**src/rtl/usbfs_pkt_rx_buf_if.sv**
```systemverilog
// Receive-buffer bus: line-side byte stream, verdict pulses and endpoint read port.
// slave = buffer side, master = line deserialiser / transactor / endpoint side.
interface usbfs_pkt_rx_buf_if #(
  parameter int unsigned MAX_PKT = 8
);
  localparam int unsigned NB_W  = $clog2(MAX_PKT + 1);
  localparam int unsigned IDX_W = $clog2(MAX_PKT);

  logic             i_byteValid;
  logic [7:0]       i_byte;
  logic             i_eop;
  logic             i_abort;
  logic             i_toggleClr;
  logic             o_ack;
  logic             o_nak;
  logic             o_err;
  logic             o_erValid;
  logic             i_erReady;
  logic [NB_W-1:0]  o_erRdNBytes;
  logic             i_erRdEn;
  logic [IDX_W-1:0] i_erRdIdx;
  logic [7:0]       o_erRdByte;

  modport slave (
    input  i_byteValid, i_byte, i_eop, i_abort, i_toggleClr,
    input  i_erReady, i_erRdEn, i_erRdIdx,
    output o_ack, o_nak, o_err, o_erValid, o_erRdNBytes, o_erRdByte
  );

  modport master (
    output i_byteValid, i_byte, i_eop, i_abort, i_toggleClr,
    output i_erReady, i_erRdEn, i_erRdIdx,
    input  o_ack, o_nak, o_err, o_erValid, o_erRdNBytes, o_erRdByte
  );
endinterface

```
**src/rtl/usbfs_pkt_rx_buf.sv**
```systemverilog
// USB FS host-to-device DATAx receive buffer: PID/length/CRC16 checks, toggle sequencing,
// held payload with indexed read port. Define USBFS_RX_CRC_EN to enable the CRC16 residual check.
module usbfs_pkt_rx_buf #(
  parameter int unsigned MAX_PKT = 8
) (
  input logic               i_clk,
  input logic               i_rst,
  usbfs_pkt_rx_buf_if.slave bus
);
  localparam int unsigned DEPTH = MAX_PKT + 2;
  localparam int unsigned CNT_W = $clog2(DEPTH + 1);
  localparam int unsigned NB_W  = $clog2(MAX_PKT + 1);

  typedef enum logic [2:0] {S_IDLE, S_PID, S_DATA, S_DROP, S_HOLD} state_e;
  typedef enum logic [1:0] {V_NONE, V_ERR, V_NAK} verdict_e;

  state_e           state_q, state_d;
  verdict_e         drop_v_q, drop_v_d;
  logic [CNT_W-1:0] wr_cnt_q, wr_cnt_d;
  logic             exp_tog_q, exp_tog_d;
  logic             pid_tog_q, pid_tog_d;
  logic             swallow_q, swallow_d;
  logic             ack_q, ack_d;
  logic             nak_q, nak_d;
  logic             err_q, err_d;
  logic [NB_W-1:0]  nbytes_q, nbytes_d;
  logic [7:0]       rd_byte_q, rd_byte_d;
  logic [7:0]       pkt_mem_q [DEPTH];

  logic             buf_we;
  logic             pid_ok;
  logic             pid_is_data;
  logic             swallow_nxt;
  logic             crc_ok;

`ifdef USBFS_RX_CRC_EN
  logic [15:0] crc_q, crc_d;

  function automatic logic [15:0] crc16_upd(input logic [15:0] crc, input logic [7:0] data);
    logic [15:0] c;
    c = crc ^ {8'h00, data};
    for (int unsigned i = 0; i < 8; i++) begin
      c = c[0] ? ((c >> 1) ^ 16'hA001) : (c >> 1);
    end
    return c;
  endfunction

  // Register re-arms whenever idle so the first DATA byte starts from 0xFFFF.
  always_comb begin
    crc_d = crc_q;
    if (state_q == S_IDLE) begin
      crc_d = '1;
    end else if (buf_we) begin
      crc_d = crc16_upd(crc_q, bus.i_byte);
    end
  end

  always_ff @(posedge i_clk) begin
    if (i_rst) begin
      crc_q <= '1;
    end else begin
      crc_q <= crc_d;
    end
  end

  assign crc_ok = (crc_q == 16'hB001);
`else
  assign crc_ok = 1'b1;
`endif

  always_comb begin
    state_d     = state_q;
    drop_v_d    = drop_v_q;
    wr_cnt_d    = wr_cnt_q;
    exp_tog_d   = exp_tog_q;
    pid_tog_d   = pid_tog_q;
    swallow_d   = swallow_q;
    swallow_nxt = swallow_q;
    ack_d       = 1'b0;
    nak_d       = 1'b0;
    err_d       = 1'b0;
    nbytes_d    = nbytes_q;
    buf_we      = 1'b0;
    pid_ok      = (bus.i_byte[7:4] == ~bus.i_byte[3:0]);
    pid_is_data = (bus.i_byte[2:0] == 3'b011);

    case (state_q)
      S_IDLE: begin
        if (bus.i_byteValid) begin
          if (!pid_ok) begin
            state_d  = S_DROP;
            drop_v_d = V_ERR;
          end else if (!pid_is_data) begin
            state_d  = S_DROP;
            drop_v_d = V_NONE;
          end else begin
            state_d   = S_PID;
            pid_tog_d = bus.i_byte[3];
            wr_cnt_d  = '0;
          end
        end
      end

      S_PID, S_DATA: begin
        if (bus.i_abort) begin
          err_d   = 1'b1;
          state_d = S_IDLE;
        end else if (bus.i_byteValid) begin
          if (wr_cnt_q == CNT_W'(DEPTH)) begin
            state_d  = S_DROP;
            drop_v_d = V_ERR;
          end else begin
            buf_we   = 1'b1;
            wr_cnt_d = wr_cnt_q + CNT_W'(1);
            state_d  = S_DATA;
          end
        end else if (bus.i_eop) begin
          state_d = S_IDLE;
          if ((wr_cnt_q < CNT_W'(2)) || !crc_ok) begin
            err_d = 1'b1;
          end else if (pid_tog_q != exp_tog_q) begin
            ack_d = 1'b1;
          end else begin
            ack_d     = 1'b1;
            nbytes_d  = NB_W'(wr_cnt_q - CNT_W'(2));
            exp_tog_d = ~exp_tog_q;
            state_d   = S_HOLD;
          end
        end
      end

      S_DROP: begin
        if (bus.i_abort) begin
          err_d   = 1'b1;
          state_d = S_IDLE;
        end else if (bus.i_eop) begin
          err_d   = (drop_v_q == V_ERR);
          nak_d   = (drop_v_q == V_NAK);
          state_d = S_IDLE;
        end
      end

      S_HOLD: begin
        if (bus.i_byteValid && !swallow_q) begin
          swallow_nxt = 1'b1;
          drop_v_d    = (pid_ok && pid_is_data) ? V_NAK : V_NONE;
        end else if (bus.i_eop && swallow_q) begin
          swallow_nxt = 1'b0;
          nak_d       = (drop_v_q == V_NAK);
        end
        swallow_d = swallow_nxt;
        // Accepting mid-swallow hands the rest of that packet (and its NAK) over to DROP.
        if (bus.i_erReady) begin
          state_d   = swallow_nxt ? S_DROP : S_IDLE;
          swallow_d = 1'b0;
        end
      end

      default: state_d = S_IDLE;
    endcase

    if (bus.i_toggleClr) begin
      exp_tog_d = 1'b0;
    end
  end

  always_comb begin
    rd_byte_d = rd_byte_q;
    if (bus.i_erRdEn) begin
      rd_byte_d = pkt_mem_q[CNT_W'(bus.i_erRdIdx)];
    end
  end

  always_ff @(posedge i_clk) begin
    if (i_rst) begin
      state_q   <= S_IDLE;
      drop_v_q  <= V_NONE;
      wr_cnt_q  <= '0;
      exp_tog_q <= 1'b0;
      pid_tog_q <= 1'b0;
      swallow_q <= 1'b0;
      ack_q     <= 1'b0;
      nak_q     <= 1'b0;
      err_q     <= 1'b0;
      nbytes_q  <= '0;
      rd_byte_q <= '0;
    end else begin
      state_q   <= state_d;
      drop_v_q  <= drop_v_d;
      wr_cnt_q  <= wr_cnt_d;
      exp_tog_q <= exp_tog_d;
      pid_tog_q <= pid_tog_d;
      swallow_q <= swallow_d;
      ack_q     <= ack_d;
      nak_q     <= nak_d;
      err_q     <= err_d;
      nbytes_q  <= nbytes_d;
      rd_byte_q <= rd_byte_d;
    end
  end

  always_ff @(posedge i_clk) begin
    if (buf_we) begin
      pkt_mem_q[wr_cnt_q] <= bus.i_byte;
    end
  end

  assign bus.o_ack        = ack_q;
  assign bus.o_nak        = nak_q;
  assign bus.o_err        = err_q;
  assign bus.o_erValid    = (state_q == S_HOLD);
  assign bus.o_erRdNBytes = nbytes_q;
  assign bus.o_erRdByte   = rd_byte_q;
endmodule
```
**src/flat_wrapper.sv**
```systemverilog
// flat-port wrapper written by rule: the top's interface ports become plain ports
module usbfs_pkt_rx_buf_flat 
#(
  parameter int unsigned MAX_PKT = 8
)
  (i_clk, i_rst, bus_i_byteValid, bus_i_byte, bus_i_eop, bus_i_abort, bus_i_toggleClr, bus_i_erReady, bus_i_erRdEn, bus_i_erRdIdx, bus_o_ack, bus_o_nak, bus_o_err, bus_o_erValid, bus_o_erRdNBytes, bus_o_erRdByte);
  usbfs_pkt_rx_buf_if #(.MAX_PKT(MAX_PKT)) bus_i ();
  input logic i_clk;
  input logic i_rst;
  input wire logic [$bits(bus_i.i_byteValid)-1:0] bus_i_byteValid;
  input wire logic [$bits(bus_i.i_byte)-1:0] bus_i_byte;
  input wire logic [$bits(bus_i.i_eop)-1:0] bus_i_eop;
  input wire logic [$bits(bus_i.i_abort)-1:0] bus_i_abort;
  input wire logic [$bits(bus_i.i_toggleClr)-1:0] bus_i_toggleClr;
  input wire logic [$bits(bus_i.i_erReady)-1:0] bus_i_erReady;
  input wire logic [$bits(bus_i.i_erRdEn)-1:0] bus_i_erRdEn;
  input wire logic [$bits(bus_i.i_erRdIdx)-1:0] bus_i_erRdIdx;
  output wire logic [$bits(bus_i.o_ack)-1:0] bus_o_ack;
  output wire logic [$bits(bus_i.o_nak)-1:0] bus_o_nak;
  output wire logic [$bits(bus_i.o_err)-1:0] bus_o_err;
  output wire logic [$bits(bus_i.o_erValid)-1:0] bus_o_erValid;
  output wire logic [$bits(bus_i.o_erRdNBytes)-1:0] bus_o_erRdNBytes;
  output wire logic [$bits(bus_i.o_erRdByte)-1:0] bus_o_erRdByte;
  assign bus_i.i_byteValid = bus_i_byteValid;
  assign bus_i.i_byte = bus_i_byte;
  assign bus_i.i_eop = bus_i_eop;
  assign bus_i.i_abort = bus_i_abort;
  assign bus_i.i_toggleClr = bus_i_toggleClr;
  assign bus_i.i_erReady = bus_i_erReady;
  assign bus_i.i_erRdEn = bus_i_erRdEn;
  assign bus_i.i_erRdIdx = bus_i_erRdIdx;
  assign bus_o_ack = bus_i.o_ack;
  assign bus_o_nak = bus_i.o_nak;
  assign bus_o_err = bus_i.o_err;
  assign bus_o_erValid = bus_i.o_erValid;
  assign bus_o_erRdNBytes = bus_i.o_erRdNBytes;
  assign bus_o_erRdByte = bus_i.o_erRdByte;
  usbfs_pkt_rx_buf #(.MAX_PKT(MAX_PKT)) u_core (.i_clk(i_clk), .i_rst(i_rst), .bus(bus_i));
endmodule
```
**config.mk**
```make
export PLATFORM = sky130hd
export DESIGN_NAME = usbfs_pkt_rx_buf_flat
export DESIGN_NICKNAME = d
export VERILOG_FILES = /design/src/rtl/usbfs_pkt_rx_buf_if.sv /design/src/rtl/usbfs_pkt_rx_buf.sv /design/src/flat_wrapper.sv
export SDC_FILE = /design/constraint.sdc
export NUM_CORES = 1
export LEC_CHECK = 0
export CAP_MARGIN = 20
export CORE_UTILIZATION = 26
export CTS_BUF_LIST = sky130_fd_sc_hd__clkbuf_8
export DETAILED_ROUTE_END_ITERATION = 6
export PLACE_DENSITY_LB_ADDON = 0.05
export SETUP_SLACK_MARGIN = 0.3
export SYNTH_ARGS = -nofsm -noshare
export SYNTH_HDL_FRONTEND = slang
export SYNTH_SLANG_ARGS = --single-unit
```
**constraint.sdc**
```tcl
create_clock -name i_clk -period 4.4 [get_ports i_clk]
set_clock_uncertainty 0.05 [all_clocks]
set_input_delay 0.66 -clock i_clk [delete_from_list [all_inputs] [get_ports i_clk]]
set_output_delay 0.66 -clock i_clk [all_outputs]
set_load 0.05 [all_outputs]
```
==> flow_summary.html, run 1 <==
<table>
<tr><th>Metric</th><th>Value</th></tr>
<tr><th colspan="2">Run status</th></tr>
<tr><td>Status</td><td>completed</td></tr>
<tr><th colspan="2">Final layout</th></tr>
<tr><td>Layout cells sized above 1</td><td>14.33%</td></tr>
<tr><td>Final antenna diode count</td><td>0</td></tr>
<tr><td>Number of nets in the finished design</td><td>327</td></tr>
<tr><td>Register area</td><td>2462 um^2</td></tr>
<tr><td>Fillcell total</td><td>1,451</td></tr>
<tr><td>Commonest non-fill, non-tap cell in the layout</td><td>sky130_fd_sc_hd__edfxtp_1</td></tr>
<tr><td>Layout overhead on the synthesized area</td><td>18.42%</td></tr>
<tr><td>Area of the multi-input gates</td><td>1315 um^2</td></tr>
<tr><td>Commonest cells after routing, fill and taps aside</td><td>sky130_fd_sc_hd__edfxtp_1, sky130_fd_sc_hd__clkdlybuf4s50_1, sky130_fd_sc_hd__dfxtp_1</td></tr>
<tr><th colspan="2">Hold path</th></tr>
<tr><td>Class of the most critical hold timing path</td><td>flop to flop</td></tr>
<tr><th colspan="2">Clocking</th></tr>
<tr><td>Insertion delay of the later-clocked pin in the worst-skew pair</td><td>0.37 ns</td></tr>
<tr><td>Maximum root-to-sink buffer count</td><td>2</td></tr>
<tr><td>Number of H-tree levels</td><td>3</td></tr>
<tr><td>Number of hold-repair buffers added at the cts stage</td><td>0</td></tr>
<tr><td>Number of gates given a new drive strength after cts</td><td>0</td></tr>
<tr><td>Clock tree root buffer cell</td><td>sky130_fd_sc_hd__clkbuf_8</td></tr>
<tr><td>Number of buffers created by CTS</td><td>9</td></tr>
<tr><td>Clock sink count</td><td>91</td></tr>
<tr><td>Clock slew seen by the registers of the worst setup and hold paths</td><td>0.09 ns</td></tr>
<tr><td>CTS tree</td><td>done</td></tr>
<tr><td>Setup bufs post-CTS</td><td>0</td></tr>
<tr><th colspan="2">Global route</th></tr>
<tr><td>Via count of the first global-routing pass</td><td>2,426</td></tr>
<tr><td>Antenna violations before repair</td><td>0</td></tr>
<tr><td>Total Routing Usage GR</td><td>13.14%</td></tr>
<tr><td>Largest net degree at the start of global routing</td><td>21</td></tr>
<tr><td>Residual overflow from global routing</td><td>0</td></tr>
<tr><td>Wire length of the first global-routing pass</td><td>14.79 mm</td></tr>
<tr><th colspan="2">STA</th></tr>
<tr><td>Hold Vio Cnt, Final</td><td>0</td></tr>
<tr><td>Total negative slack for setup checks</td><td>0 ns</td></tr>
<tr><td>Final period utilization</td><td>68.44%</td></tr>
<tr><td>Slack of the critical path</td><td>1.389 ns</td></tr>
<tr><td>Slew @ Worst Pin</td><td>0.9555 ns</td></tr>
<tr><td>Fmax</td><td>332.1 MHz</td></tr>
<tr><td>Minimum clock period</td><td>3.011 ns</td></tr>
<tr><td>Max-slew violations</td><td>0</td></tr>
<tr><td>Unrepaired setup endpoints after global routing</td><td>no</td></tr>
<tr><td>Setup violation total in the final timing report</td><td>0</td></tr>
<tr><td>Slew HR</td><td>36.10%</td></tr>
<tr><th colspan="2">Floorplan</th></tr>
<tr><td>Die span in x</td><td>124.4 um</td></tr>
<tr><td>Number of rows created at floorplan</td><td>44</td></tr>
<tr><td>Area of the core region</td><td>14,590 um^2</td></tr>
<tr><td>Die outline area</td><td>15,460 um^2</td></tr>
<tr><td>Starting utilization of the core area</td><td>26.68%</td></tr>
<tr><td>Vert. Die Dim</td><td>124.4 um</td></tr>
<tr><td>Total I/O pin count</td><td>35</td></tr>
<tr><th colspan="2">Worst setup path</th></tr>
<tr><td>Critical Path AT</td><td>2.30 ns</td></tr>
<tr><td>Setup slack on the worst flop-to-flop path</td><td>1.93 ns</td></tr>
<tr><td>Crit. End Element</td><td>output port</td></tr>
<tr><td>Critical R2R Launch</td><td>u_core.state_q[0]</td></tr>
<tr><td>Length in cells of the worst reg-to-reg path</td><td>5</td></tr>
<tr><td>Critical path class</td><td>flop to output port</td></tr>
<tr><td>Maximum fanout encountered on the critical timing path</td><td>9</td></tr>
<tr><td>Critical Path End</td><td>bus_o_erValid</td></tr>
<tr><td>Setup crit start</td><td>u_core.state_q[0]</td></tr>
<tr><td>Reg-to-reg critical path endpoint</td><td>u_core.pkt_mem_q[7][3]</td></tr>
<tr><td>WP data required</td><td>3.69 ns</td></tr>
<tr><td>CP Launch Type</td><td>flop</td></tr>
<tr><th colspan="2">Route</th></tr>
<tr><td>Number of remaining DRC errors</td><td>0</td></tr>
<tr><td>Remaining antenna violation count after routing</td><td>0</td></tr>
<tr><td>Via density per instance</td><td>4.697</td></tr>
<tr><td>Routed wirelength normalized by instance count</td><td>19.10 um</td></tr>
<tr><td>DR pass1 iterations</td><td>4</td></tr>
<tr><td>Sum of routed wire length over all layers</td><td>9.376 mm</td></tr>
<tr><td>First DRT Iteration DRCs</td><td>137</td></tr>
<tr><td>Routed vias</td><td>2,306</td></tr>
<tr><th colspan="2">Pwr</th></tr>
<tr><td>Power Density</td><td>412.3 nW/um^2</td></tr>
<tr><td>Static leakage power</td><td>1.508 nW</td></tr>
<tr><td>Peak supply drop</td><td>0.1230 mV</td></tr>
<tr><th colspan="2">Logic synthesis</th></tr>
<tr><td>EDFF count, synth</td><td>64</td></tr>
<tr><td>Synthesized netlist net count</td><td>294</td></tr>
<tr><td>Total of flip-flops plus latches after synthesis</td><td>91</td></tr>
<tr><td>Count of warnings emitted by yosys</td><td>0</td></tr>
<tr><td>Number of instances in the synthesized netlist</td><td>269</td></tr>
<tr><td>Register area share after synthesis</td><td>63.26%</td></tr>
<tr><td>Mean Syn Cell Area</td><td>14.47 um^2</td></tr>
<tr><td>Cell area after synthesis</td><td>3892 um^2</td></tr>
<tr><td>Fraction of registers with async set/reset</td><td>0%</td></tr>
<tr><td>Most used flip-flop cell after synthesis</td><td>sky130_fd_sc_hd__edfxtp_1</td></tr>
<tr><td>Number of different library cells in the post-synthesis netlist</td><td>48</td></tr>
<tr><th colspan="2">Place</th></tr>
<tr><td>Placed wire-length estimate after detailed placement</td><td>6.340 mm</td></tr>
<tr><td>Number of port buffers</td><td>34</td></tr>
<tr><td>Post-placement worst setup slack</td><td>1.204 ns</td></tr>
<tr><td>Placer congestion estimate</td><td>0.7816</td></tr>
<tr><th colspan="2">Run</th></tr>
<tr><td>Number of max-capacitance violations reported</td><td>0</td></tr>
</table>
-- state kept, by name, summed over array words and instances, names as in the netlist --
name                     flops
u_core.wr_cnt_q              4
u_core.bus.o_erRdNBytes      4
u_core.bus.o_err             1
u_core.bus.o_erRdByte        8
u_core.swallow_q             1
u_core.pid_tog_q             1
u_core.pkt_mem_q            64
u_core.drop_v_q              2
u_core.state_q               3
u_core.bus.o_nak             1
u_core.exp_tog_q             1
u_core.bus.o_ack             1
-- metrics by stage --
stage / cell area, um^2 / power [mW] / util (%) / hold WS (ns) / instances
floorplan: 3892 / 1.232 / - / 0.3697 / 269
global placement: 4412 / 1.341 / 30.24 / 0.4217 / 475
detailed placement: 4412 / 1.335 / 30.24 / 0.4134 / 475
CTS: 4609 / 1.934 / 31.60 / 0.4302 / 491
global route: 4609 / 2.002 / 31.60 / 0.4541 / 491
finish: 4609 / 1.900 / 31.60 / 0.4224 / 491
-- synthesized netlist by cell type (6+ instances only) --
cell | n | area [um^2]
sky130_fd_sc_hd__a211oi_1 | 11 | 82.58
sky130_fd_sc_hd__nand2_1 | 7 | 26.28
sky130_fd_sc_hd__dfxtp_1 | 27 | 540.5
sky130_fd_sc_hd__nor2_1 | 25 | 93.84
sky130_fd_sc_hd__mux2i_1 | 12 | 120.1
sky130_fd_sc_hd__mux4_2 | 16 | 360.4
sky130_fd_sc_hd__clkbuf_1 | 7 | 26.28
sky130_fd_sc_hd__edfxtp_1 | 64 | 1922
sky130_fd_sc_hd__ha_1 | 6 | 75.07
sky130_fd_sc_hd__a21oi_1 | 7 | 35.03
sky130_fd_sc_hd__inv_1 | 9 | 33.78
-- worst max-delay path, cell delays in order, from the launching register on --
cell and delay, ns:
sky130_fd_sc_hd__dfxtp_1 0.42, sky130_fd_sc_hd__nor2_1 0.39, sky130_fd_sc_hd__nand2_1 0.15, sky130_fd_sc_hd__inv_1 0.16
sky130_fd_sc_hd__clkdlybuf4s50_1 0.81
-- power breakdown --
part           switching, mW  total [mW]  internal (mW)
clock network          0.320       0.586          0.266
registers             0.0363       0.989          0.953
logic                  0.202       0.326          0.123
total                  0.559        1.90           1.34
-- routing by layer --
metal | up-vias | track usage, % | wire length (um)
met5 | - | 0 | 0
met4 | 0 | 3.827 | 108
met3 | 7 | 4.167 | 307
li1 | 1102 | - | -
met1 | 1155 | 18.88 | 4891
met2 | 42 | 18.75 | 4068
-- final cells by class --
class | instances | share of cell area, %
Timing Repair Buffer | 38 | 8.035
Multi-Input combinational cell | 153 | 28.53
Clock buffer | 9 | 2.687
Inverter | 9 | 0.7329
Clock inverter | 7 | 1.602
Tap cell | 184 | 4.995
Sequential cell | 91 | 53.42
-- worst min-delay path by stage --
stage | from | end | slack, ns | depth (start not counted)
2_1_floorplan | u_core.drop_v_q[0] | u_core.bus.o_nak | 0.37 | 1
3_3_place_gp | u_core.drop_v_q[0] | u_core.bus.o_nak | 0.42 | 1
3_5_place_dp | u_core.drop_v_q[0] | u_core.bus.o_nak | 0.41 | 1
4_1_cts | u_core.drop_v_q[0] | u_core.bus.o_nak | 0.43 | 1
5_1_grt | u_core.drop_v_q[0] | u_core.bus.o_nak | 0.45 | 1
6_report | u_core.drop_v_q[0] | u_core.bus.o_nak | 0.42 | 1
-- kinds of logic after synthesis --
family          Yosys count  share of synthesized area, %
flops                    91                         63.26
mux                      28                         12.34
xor+xnor                  8                         1.800
simple gates             67                         9.290
buf+inv                  25                         2.957
compound gates           44                         8.422
fa+ha+maj                 6                         1.929
Note: power is estimated with default switching activity, not from simulation.
==> inputs of run 2 (changes only) <==
Clock period 4.4 ns to 2.9 ns, I/O delays scaled along.
==> flow_summary.html, run 2 (synthesis results as in run 1) <==
<table>
<tr><th>Metric</th><th>Value</th></tr>
<tr><th colspan="2">Final layout</th></tr>
<tr><td>Fillcell total</td><td>1,429 (-1.5%)</td></tr>
<tr><td>Max reg flops</td><td>64 (unchanged)</td></tr>
<tr><td>Commonest non-fill, non-tap cell in the layout</td><td>sky130_fd_sc_hd__edfxtp_1</td></tr>
<tr><td>Layout cells sized above 1</td><td>17.45% (+3.1 points)</td></tr>
<tr><td>Commonest cells after routing, fill and taps aside</td><td>sky130_fd_sc_hd__edfxtp_1, sky130_fd_sc_hd__clkdlybuf4s50_1, sky130_fd_sc_hd__dfxtp_1</td></tr>
<tr><td>Final standard cell utilization of the core</td><td>32.28% (+0.69 points)</td></tr>
<tr><td>Final Cell Area</td><td>4710 um^2 (+2.2%)</td></tr>
<tr><td>Reg with most FFs</td><td>u_core.pkt_mem_q</td></tr>
<tr><td>Layout overhead on the synthesized area</td><td>20.99%</td></tr>
<tr><td>Area of the multi-input gates</td><td>1315 um^2 (unchanged)</td></tr>
<tr><td>Register area</td><td>2462 um^2 (unchanged)</td></tr>
<tr><td>Number of nets in the finished design</td><td>341 (+4.3%)</td></tr>
<tr><td>Final antenna diode count</td><td>0 (unchanged)</td></tr>
<tr><th colspan="2">Worst setup path</th></tr>
<tr><td>Critical Path AT</td><td>2.15 ns (-0.15 ns)</td></tr>
<tr><td>WP data required</td><td>2.87 ns (-0.82 ns)</td></tr>
<tr><td>Maximum fanout encountered on the critical timing path</td><td>9 (unchanged)</td></tr>
<tr><td>Crit. End Element</td><td>flop</td></tr>
<tr><td>Critical path class</td><td>flop to flop</td></tr>
<tr><td>CP Launch Type</td><td>flop</td></tr>
<tr><th colspan="2">Place</th></tr>
<tr><td>Placed wire-length estimate after detailed placement</td><td>6.429 mm (+1.4%)</td></tr>
<tr><td>Placer congestion estimate</td><td>0.7369 (-5.7%)</td></tr>
<tr><td>Number of port buffers</td><td>34 (unchanged)</td></tr>
<tr><td>Area after DPL</td><td>4529 um^2 (+2.7%)</td></tr>
<tr><th colspan="2">STA</th></tr>
<tr><td>Total negative slack for setup checks</td><td>0 ns (unchanged)</td></tr>
<tr><td>Slew HR</td><td>53.93% (+18 points)</td></tr>
<tr><td>Hold Vio Cnt, Final</td><td>0 (unchanged)</td></tr>
<tr><td>Minimum clock period</td><td>2.177 ns</td></tr>
<tr><td>Max-slew violations</td><td>0 (unchanged)</td></tr>
<tr><td>Final period utilization</td><td>75.08%</td></tr>
<tr><td>Setup violation total in the final timing report</td><td>0 (unchanged)</td></tr>
<tr><td>Smallest hold slack</td><td>0.4347 ns (+0.01237 ns)</td></tr>
<tr><td>Slew @ Worst Pin</td><td>0.6889 ns (-0.2666 ns)</td></tr>
<tr><td>Unrepaired setup endpoints after global routing</td><td>no</td></tr>
<tr><td>Fmax</td><td>459.3 MHz</td></tr>
<tr><th colspan="2">Route</th></tr>
<tr><td>DR pass1 iterations</td><td>4 (unchanged)</td></tr>
<tr><td>Sum of routed wire length over all layers</td><td>9.404 mm (+0.30%)</td></tr>
<tr><td>Remaining antenna violation count after routing</td><td>0 (unchanged)</td></tr>
<tr><td>Number of remaining DRC errors</td><td>0 (unchanged)</td></tr>
<tr><td>Via density per instance</td><td>4.683 (-0.28%)</td></tr>
<tr><td>First DRT Iteration DRCs</td><td>105 (-23%)</td></tr>
<tr><td>Routed wirelength normalized by instance count</td><td>18.62 um (-2.5%)</td></tr>
<tr><td>Routed vias</td><td>2,365 (+2.6%)</td></tr>
<tr><th colspan="2">Floorplan</th></tr>
<tr><td>Die span in x</td><td>124.4 um (unchanged)</td></tr>
<tr><td>Starting utilization of the core area</td><td>26.68% (unchanged)</td></tr>
<tr><td>Number of rows created at floorplan</td><td>44 (unchanged)</td></tr>
<tr><td>Die outline area</td><td>15,460 um^2 (unchanged)</td></tr>
<tr><td>Total I/O pin count</td><td>35 (unchanged)</td></tr>
<tr><td>Area of the core region</td><td>14,590 um^2 (unchanged)</td></tr>
<tr><td>Vert. Die Dim</td><td>124.4 um (unchanged)</td></tr>
<tr><th colspan="2">Clocking</th></tr>
<tr><td>Maximum root-to-sink buffer count</td><td>2 (unchanged)</td></tr>
<tr><td>Clock tree root buffer cell</td><td>sky130_fd_sc_hd__clkbuf_8</td></tr>
<tr><td>Clock sink count</td><td>91 (unchanged)</td></tr>
<tr><td>Number of buffers created by CTS</td><td>9 (unchanged)</td></tr>
<tr><td>CTS tree</td><td>done</td></tr>
<tr><td>Insertion delay of the later-clocked pin in the worst-skew pair</td><td>0.38 ns (about the same)</td></tr>
<tr><td>Number of H-tree levels</td><td>3 (unchanged)</td></tr>
<tr><td>Clock slew seen by the registers of the worst setup and hold paths</td><td>0.09 ns (about the same)</td></tr>
<tr><th colspan="2">Global route</th></tr>
<tr><td>Largest net degree at the start of global routing</td><td>17 (-19%)</td></tr>
<tr><td>Wire length of the first global-routing pass</td><td>14.66 mm (-0.84%)</td></tr>
<tr><td>Via count of the first global-routing pass</td><td>2,403 (-0.95%)</td></tr>
<tr><td>Total Routing Usage GR</td><td>12.95% (-0.19 points)</td></tr>
<tr><td>Residual overflow from global routing</td><td>0 (unchanged)</td></tr>
<tr><td>Antenna violations before repair</td><td>0 (unchanged)</td></tr>
<tr><th colspan="2">Run</th></tr>
<tr><td>Number of max-capacitance violations reported</td><td>0 (unchanged)</td></tr>
<tr><th colspan="2">Pwr</th></tr>
<tr><td>Peak supply drop</td><td>0.1923 mV (+56%)</td></tr>
<tr><td>Static leakage power</td><td>1.598 nW (+6.0%)</td></tr>
<tr><td>Power Density</td><td>601.4 nW/um^2 (+46%)</td></tr>
<tr><th colspan="2">Hold path</th></tr>
<tr><td>Class of the most critical hold timing path</td><td>flop to flop</td></tr>
<tr><th colspan="2">Run status</th></tr>
<tr><td>Status</td><td>completed</td></tr>
</table>
## run 2: critical path, cell delays in order, from the launching register on
cell and delay, ns:
sky130_fd_sc_hd__dfxtp_1 0.53, sky130_fd_sc_hd__xnor2_1 0.22, sky130_fd_sc_hd__nor3_2 0.21, sky130_fd_sc_hd__inv_1 0.08, sky130_fd_sc_hd__nor3_1 0.26, sky130_fd_sc_hd__and2_1 0.47
## run 2: layer usage
metal  share of wire [%]  up-vias  global-route usage, %
li1                    -     1119                      -
met1                  51     1190                  18.68
met2                  44       46                  18.46
met3                 3.6       10                  2.577
met4                 1.7        0                  6.166
met5                   0        -                      0
## run 2: power by group
part           switching, mW  leakage [nW]  internal, mW
sequential            0.0555         0.797          1.44
clock                  0.488        0.0945         0.319
combinational          0.310         0.707         0.214
## run 2: stage by stage
| step | power [mW] | std cells | setup slack [ns] |
|---|---|---|---|
| final | 2.832 | 505 | 0.7228 |
| after global routing | 2.961 | 505 | 0.4765 |
| after CTS | 2.876 | 505 | 0.3602 |
| after detailed placement | 2.056 | 489 | 0.3831 |
| after global placement | 2.063 | 489 | 0.4163 |
| after floorplan | 1.870 | 269 | 0.8293 |
## run 2: area by class of cell
type / count / share of cell area (%)
clock inverter: 7 / 1.142
sequential: 91 / 52.28
multi-input combinational: 153 / 27.92
clock buffer: 9 / 2.630
inverter: 9 / 0.7173
timing repair buffer: 52 / 10.41
tap: 184 / 4.888
## run 2: timing repair
action,CTS,global route
endpoints found under the setup margin,0,1
setup buffers,0,0
hold buffers,0,0
resized for setup,0,1
## run 2: path summary, 6_finish.rpt
kind,startpoint,to,slack [ns],cells past startpoint
setup / recovery,u_core.state_q[0],u_core.pkt_mem_q[6][7],0.72,5
setup reg to reg,u_core.state_q[0],u_core.pkt_mem_q[6][7],0.72,5
hold reg to reg,u_core.drop_v_q[0],u_core.drop_v_q[0],0.43,2
hold / removal,u_core.drop_v_q[0],u_core.drop_v_q[0],0.43,2
==> inputs of run 3 (changes only) <==
Clock period 2.9 ns to 1.8 ns, I/O delays scaled along.
==> flow_summary.html, run 3 (synthesis results as in run 1) <==
<table>
<tr><th>Metric</th><th>Value</th></tr>
<tr><th colspan="2">Clocking</th></tr>
<tr><td>Clock sink count</td><td>91 (unchanged)</td></tr>
<tr><td>Clock slew seen by the registers of the worst setup and hold paths</td><td>0.10 ns (about the same)</td></tr>
<tr><td>Number of buffers created by CTS</td><td>9 (unchanged)</td></tr>
<tr><td>Insertion delay of the later-clocked pin in the worst-skew pair</td><td>0.38 ns (about the same)</td></tr>
<tr><td>Clock tree root buffer cell</td><td>sky130_fd_sc_hd__clkbuf_8</td></tr>
<tr><td>Number of H-tree levels</td><td>3 (unchanged)</td></tr>
<tr><td>CTS tree</td><td>done</td></tr>
<tr><td>Maximum root-to-sink buffer count</td><td>2 (unchanged)</td></tr>
<tr><th colspan="2">Route</th></tr>
<tr><td>First DRT Iteration DRCs</td><td>167 (+59%)</td></tr>
<tr><td>Number of remaining DRC errors</td><td>0 (unchanged)</td></tr>
<tr><td>Routed vias</td><td>2,526 (+6.8%)</td></tr>
<tr><td>Sum of routed wire length over all layers</td><td>10.31 mm (+9.6%)</td></tr>
<tr><td>Routed wirelength normalized by instance count</td><td>18.75 um (+0.67%)</td></tr>
<tr><td>Via density per instance</td><td>4.593 (-1.9%)</td></tr>
<tr><td>Remaining antenna violation count after routing</td><td>0 (unchanged)</td></tr>
<tr><td>DR pass1 iterations</td><td>4 (unchanged)</td></tr>
<tr><th colspan="2">STA</th></tr>
<tr><td>Max-slew violations</td><td>0 (unchanged)</td></tr>
<tr><td>Total negative slack for setup checks</td><td>0 ns (unchanged)</td></tr>
<tr><td>Hold Vio Cnt, Final</td><td>0 (unchanged)</td></tr>
<tr><td>Unrepaired setup endpoints after global routing</td><td>yes</td></tr>
<tr><td>Setup violation total in the final timing report</td><td>0 (unchanged)</td></tr>
<tr><td>Slew HR</td><td>76.64% (+23 points)</td></tr>
<tr><td>Final period utilization</td><td>95.84% (+21 points)</td></tr>
<tr><td>Slew @ Worst Pin</td><td>0.3493 ns (-0.3396 ns)</td></tr>
<tr><td>Minimum clock period</td><td>1.725 ns (-0.4521 ns)</td></tr>
<tr><td>Fmax</td><td>579.7 MHz (+26%)</td></tr>
<tr><th colspan="2">Pwr</th></tr>
<tr><td>Power Density</td><td>950.4 nW/um^2 (+58%)</td></tr>
<tr><td>Proportion of power drawn by the clock network</td><td>24.6% (-3.9 points)</td></tr>
<tr><td>Net switching power</td><td>1.596 mW (+87%)</td></tr>
<tr><td>Combinational share of power</td><td>29.1% (+11 points)</td></tr>
<tr><td>Peak supply drop</td><td>0.7663 mV (+300%)</td></tr>
<tr><td>Power Internal</td><td>3.619 mW (+83%)</td></tr>
<tr><td>Static leakage power</td><td>1.966 nW (+23%)</td></tr>
<tr><td>Reg power frac</td><td>46.3% (-6.7 points)</td></tr>
<tr><td>Switching Share</td><td>30.61% (+0.46 points)</td></tr>
<tr><th colspan="2">Run status</th></tr>
<tr><td>Status</td><td>completed</td></tr>
<tr><th colspan="2">Floorplan</th></tr>
<tr><td>Starting utilization of the core area</td><td>26.68% (unchanged)</td></tr>
<tr><td>Die span in x</td><td>124.4 um (unchanged)</td></tr>
<tr><td>Total I/O pin count</td><td>35 (unchanged)</td></tr>
<tr><td>Die outline area</td><td>15,460 um^2 (unchanged)</td></tr>
<tr><td>Area of the core region</td><td>14,590 um^2 (unchanged)</td></tr>
<tr><td>Vert. Die Dim</td><td>124.4 um (unchanged)</td></tr>
<tr><td>Number of rows created at floorplan</td><td>44 (unchanged)</td></tr>
<tr><th colspan="2">Final layout</th></tr>
<tr><td>Commonest non-fill, non-tap cell in the layout</td><td>sky130_fd_sc_hd__edfxtp_1</td></tr>
<tr><td>Non-filler instance count after layout</td><td>550 (+8.9%)</td></tr>
<tr><td>Final Cell Area</td><td>5487 um^2 (+16%)</td></tr>
<tr><td>Number of nets in the finished design</td><td>386 (+13%)</td></tr>
<tr><td>Commonest cells after routing, fill and taps aside</td><td>sky130_fd_sc_hd__edfxtp_1, sky130_fd_sc_hd__buf_4, sky130_fd_sc_hd__nor2_1</td></tr>
<tr><td>Layout cells sized above 1</td><td>45.08% (+28 points)</td></tr>
<tr><td>Reg with most FFs</td><td>u_core.pkt_mem_q</td></tr>
<tr><td>Final antenna diode count</td><td>0 (unchanged)</td></tr>
<tr><td>Layout overhead on the synthesized area</td><td>40.95%</td></tr>
<tr><td>Max reg flops</td><td>64 (unchanged)</td></tr>
<tr><th colspan="2">Place</th></tr>
<tr><td>Placed wire-length estimate after detailed placement</td><td>7.159 mm (+11%)</td></tr>
<tr><td>Cell total after placement</td><td>518 (+5.9%)</td></tr>
<tr><td>Number of port buffers</td><td>34 (unchanged)</td></tr>
<tr><td>Area after DPL</td><td>4868 um^2 (+7.5%)</td></tr>
<tr><td>Placer congestion estimate</td><td>0.7798 (+5.8%)</td></tr>
<tr><th colspan="2">Worst setup path</th></tr>
<tr><td>Setup crit start</td><td>u_core.state_q[1]</td></tr>
<tr><td>Critical Path AT</td><td>1.96 ns (-0.19 ns)</td></tr>
<tr><td>Critical R2R Launch</td><td>u_core.state_q[1]</td></tr>
<tr><td>Maximum fanout encountered on the critical timing path</td><td>7 (-2)</td></tr>
<tr><td>Critical-path cell with the highest stage delay</td><td>sky130_fd_sc_hd__dfxtp_4</td></tr>
<tr><td>WP data required</td><td>2.03 ns (-0.84 ns)</td></tr>
<tr><td>Crit. End Element</td><td>flop</td></tr>
<tr><td>Cell breakdown of the critical path</td><td>buf_6, or2_4, a221o_1, a21oi_4, o21ai_1, a31o_1</td></tr>
<tr><td>Critical path class</td><td>flop to flop</td></tr>
<tr><td>Longest individual stage delay on the worst path</td><td>0.38 ns (-0.15 ns)</td></tr>
<tr><td>CP Launch Type</td><td>flop</td></tr>
<tr><th colspan="2">Global route</th></tr>
<tr><td>Via count of the first global-routing pass</td><td>2,701 (+12%)</td></tr>
<tr><td>Wire length of the first global-routing pass</td><td>15.86 mm (+8.1%)</td></tr>
<tr><td>Residual overflow from global routing</td><td>0 (unchanged)</td></tr>
<tr><td>Total Routing Usage GR</td><td>14.03% (+1.1 points)</td></tr>
<tr><td>Largest net degree at the start of global routing</td><td>17 (unchanged)</td></tr>
<tr><td>Antenna violations before repair</td><td>0 (unchanged)</td></tr>
<tr><th colspan="2">Hold path</th></tr>
<tr><td>Startpoint of the lowest-slack hold path</td><td>bus_i_byte[6]</td></tr>
<tr><td>Class of the most critical hold timing path</td><td>input port to flop</td></tr>
<tr><th colspan="2">Run</th></tr>
<tr><td>Number of max-capacitance violations reported</td><td>0 (unchanged)</td></tr>
</table>
-- run 3: changes by cell type in the layout (fill, tap and decap cells not counted), sizes merged --
cell           previous run  this run
clkdlybuf4s50            33         8
clkbuf                    9        10
buf                      18        75
dlymetal6s2s              1         6
bufbuf                    0         1
clkinvlp                  0         5
inv                      12         9
clkinv                    4         2
dlygate4sd2               0         3
clkdlybuf4s15             0         3
-- run 3: per-layer routing --
metal  GRT usage [%]  share of wire, %
met5               0                 0
met4           7.158               2.3
met3           2.277               2.3
met2           21.97                47
met1           18.69                48
-- run 3: worst paths after layout --
kind                                            endpoint  slack [ns]  cells past startpoint
worst max register to register        u_core.wr_cnt_q[2]        0.07                      6
worst max-delay path                  u_core.wr_cnt_q[2]        0.07                      6
worst min-delay path              u_core.pkt_mem_q[1][6]        0.29                      2
worst min register to register  u_core.bus.o_erRdByte[0]        0.44                      2
-- run 3: worst max-delay path: cells and delay by family, from the launching register on --
kind | cells | cell delay (ns)
compound gates | 4 | 0.79
buf+inv | 1 | 0.14
flops | 1 | 0.38
simple gates | 1 | 0.25
-- run 3: per-stage QoR --
stage                     utilization (%)  hold WS [ns]  setup slack, ns  power (mW)
after CTS                           35.99        0.3123          0.05892       5.042
after floorplan                         -        0.2909          0.04939       3.097
after global placement              33.37        0.4245          -0.3637       3.594
after global routing                37.61        0.2962          0.04356       5.463
final                               37.61        0.2915          0.07497       5.215
after detailed placement            33.37        0.4309          -0.3765       3.579
-- run 3: final cells by class --
type / count / area, um^2
Fill cell: 1405 / 9102
Sequential cell: 91 / 2477
Multi-Input combinational cell: 153 / 1569
Timing Repair Buffer: 97 / 999.7
Tap cell: 184 / 230.2
Clock buffer: 9 / 123.9
Clock inverter: 7 / 46.29
Inverter: 9 / 40.04
-- run 3: what timing repair did --
item,in CTS,in global routing
resized for setup,45,46
pin swaps,16,21
setup buffers,8,7
gates cloned,1,0
hold buffers,0,0
setup endpoints to repair,94,87
-- run 3: power by group through the flow --
stage	registers (mW)	clock network [mW]	logic [mW]
6_report	2.41	1.28	1.52
5_1_grt	2.43	1.41	1.62
4_1_cts	2.41	1.33	1.30
3_5_place_dp	2.44	0	1.14
3_3_place_gp	2.44	0	1.15
2_1_floorplan	2.48	0	0.621
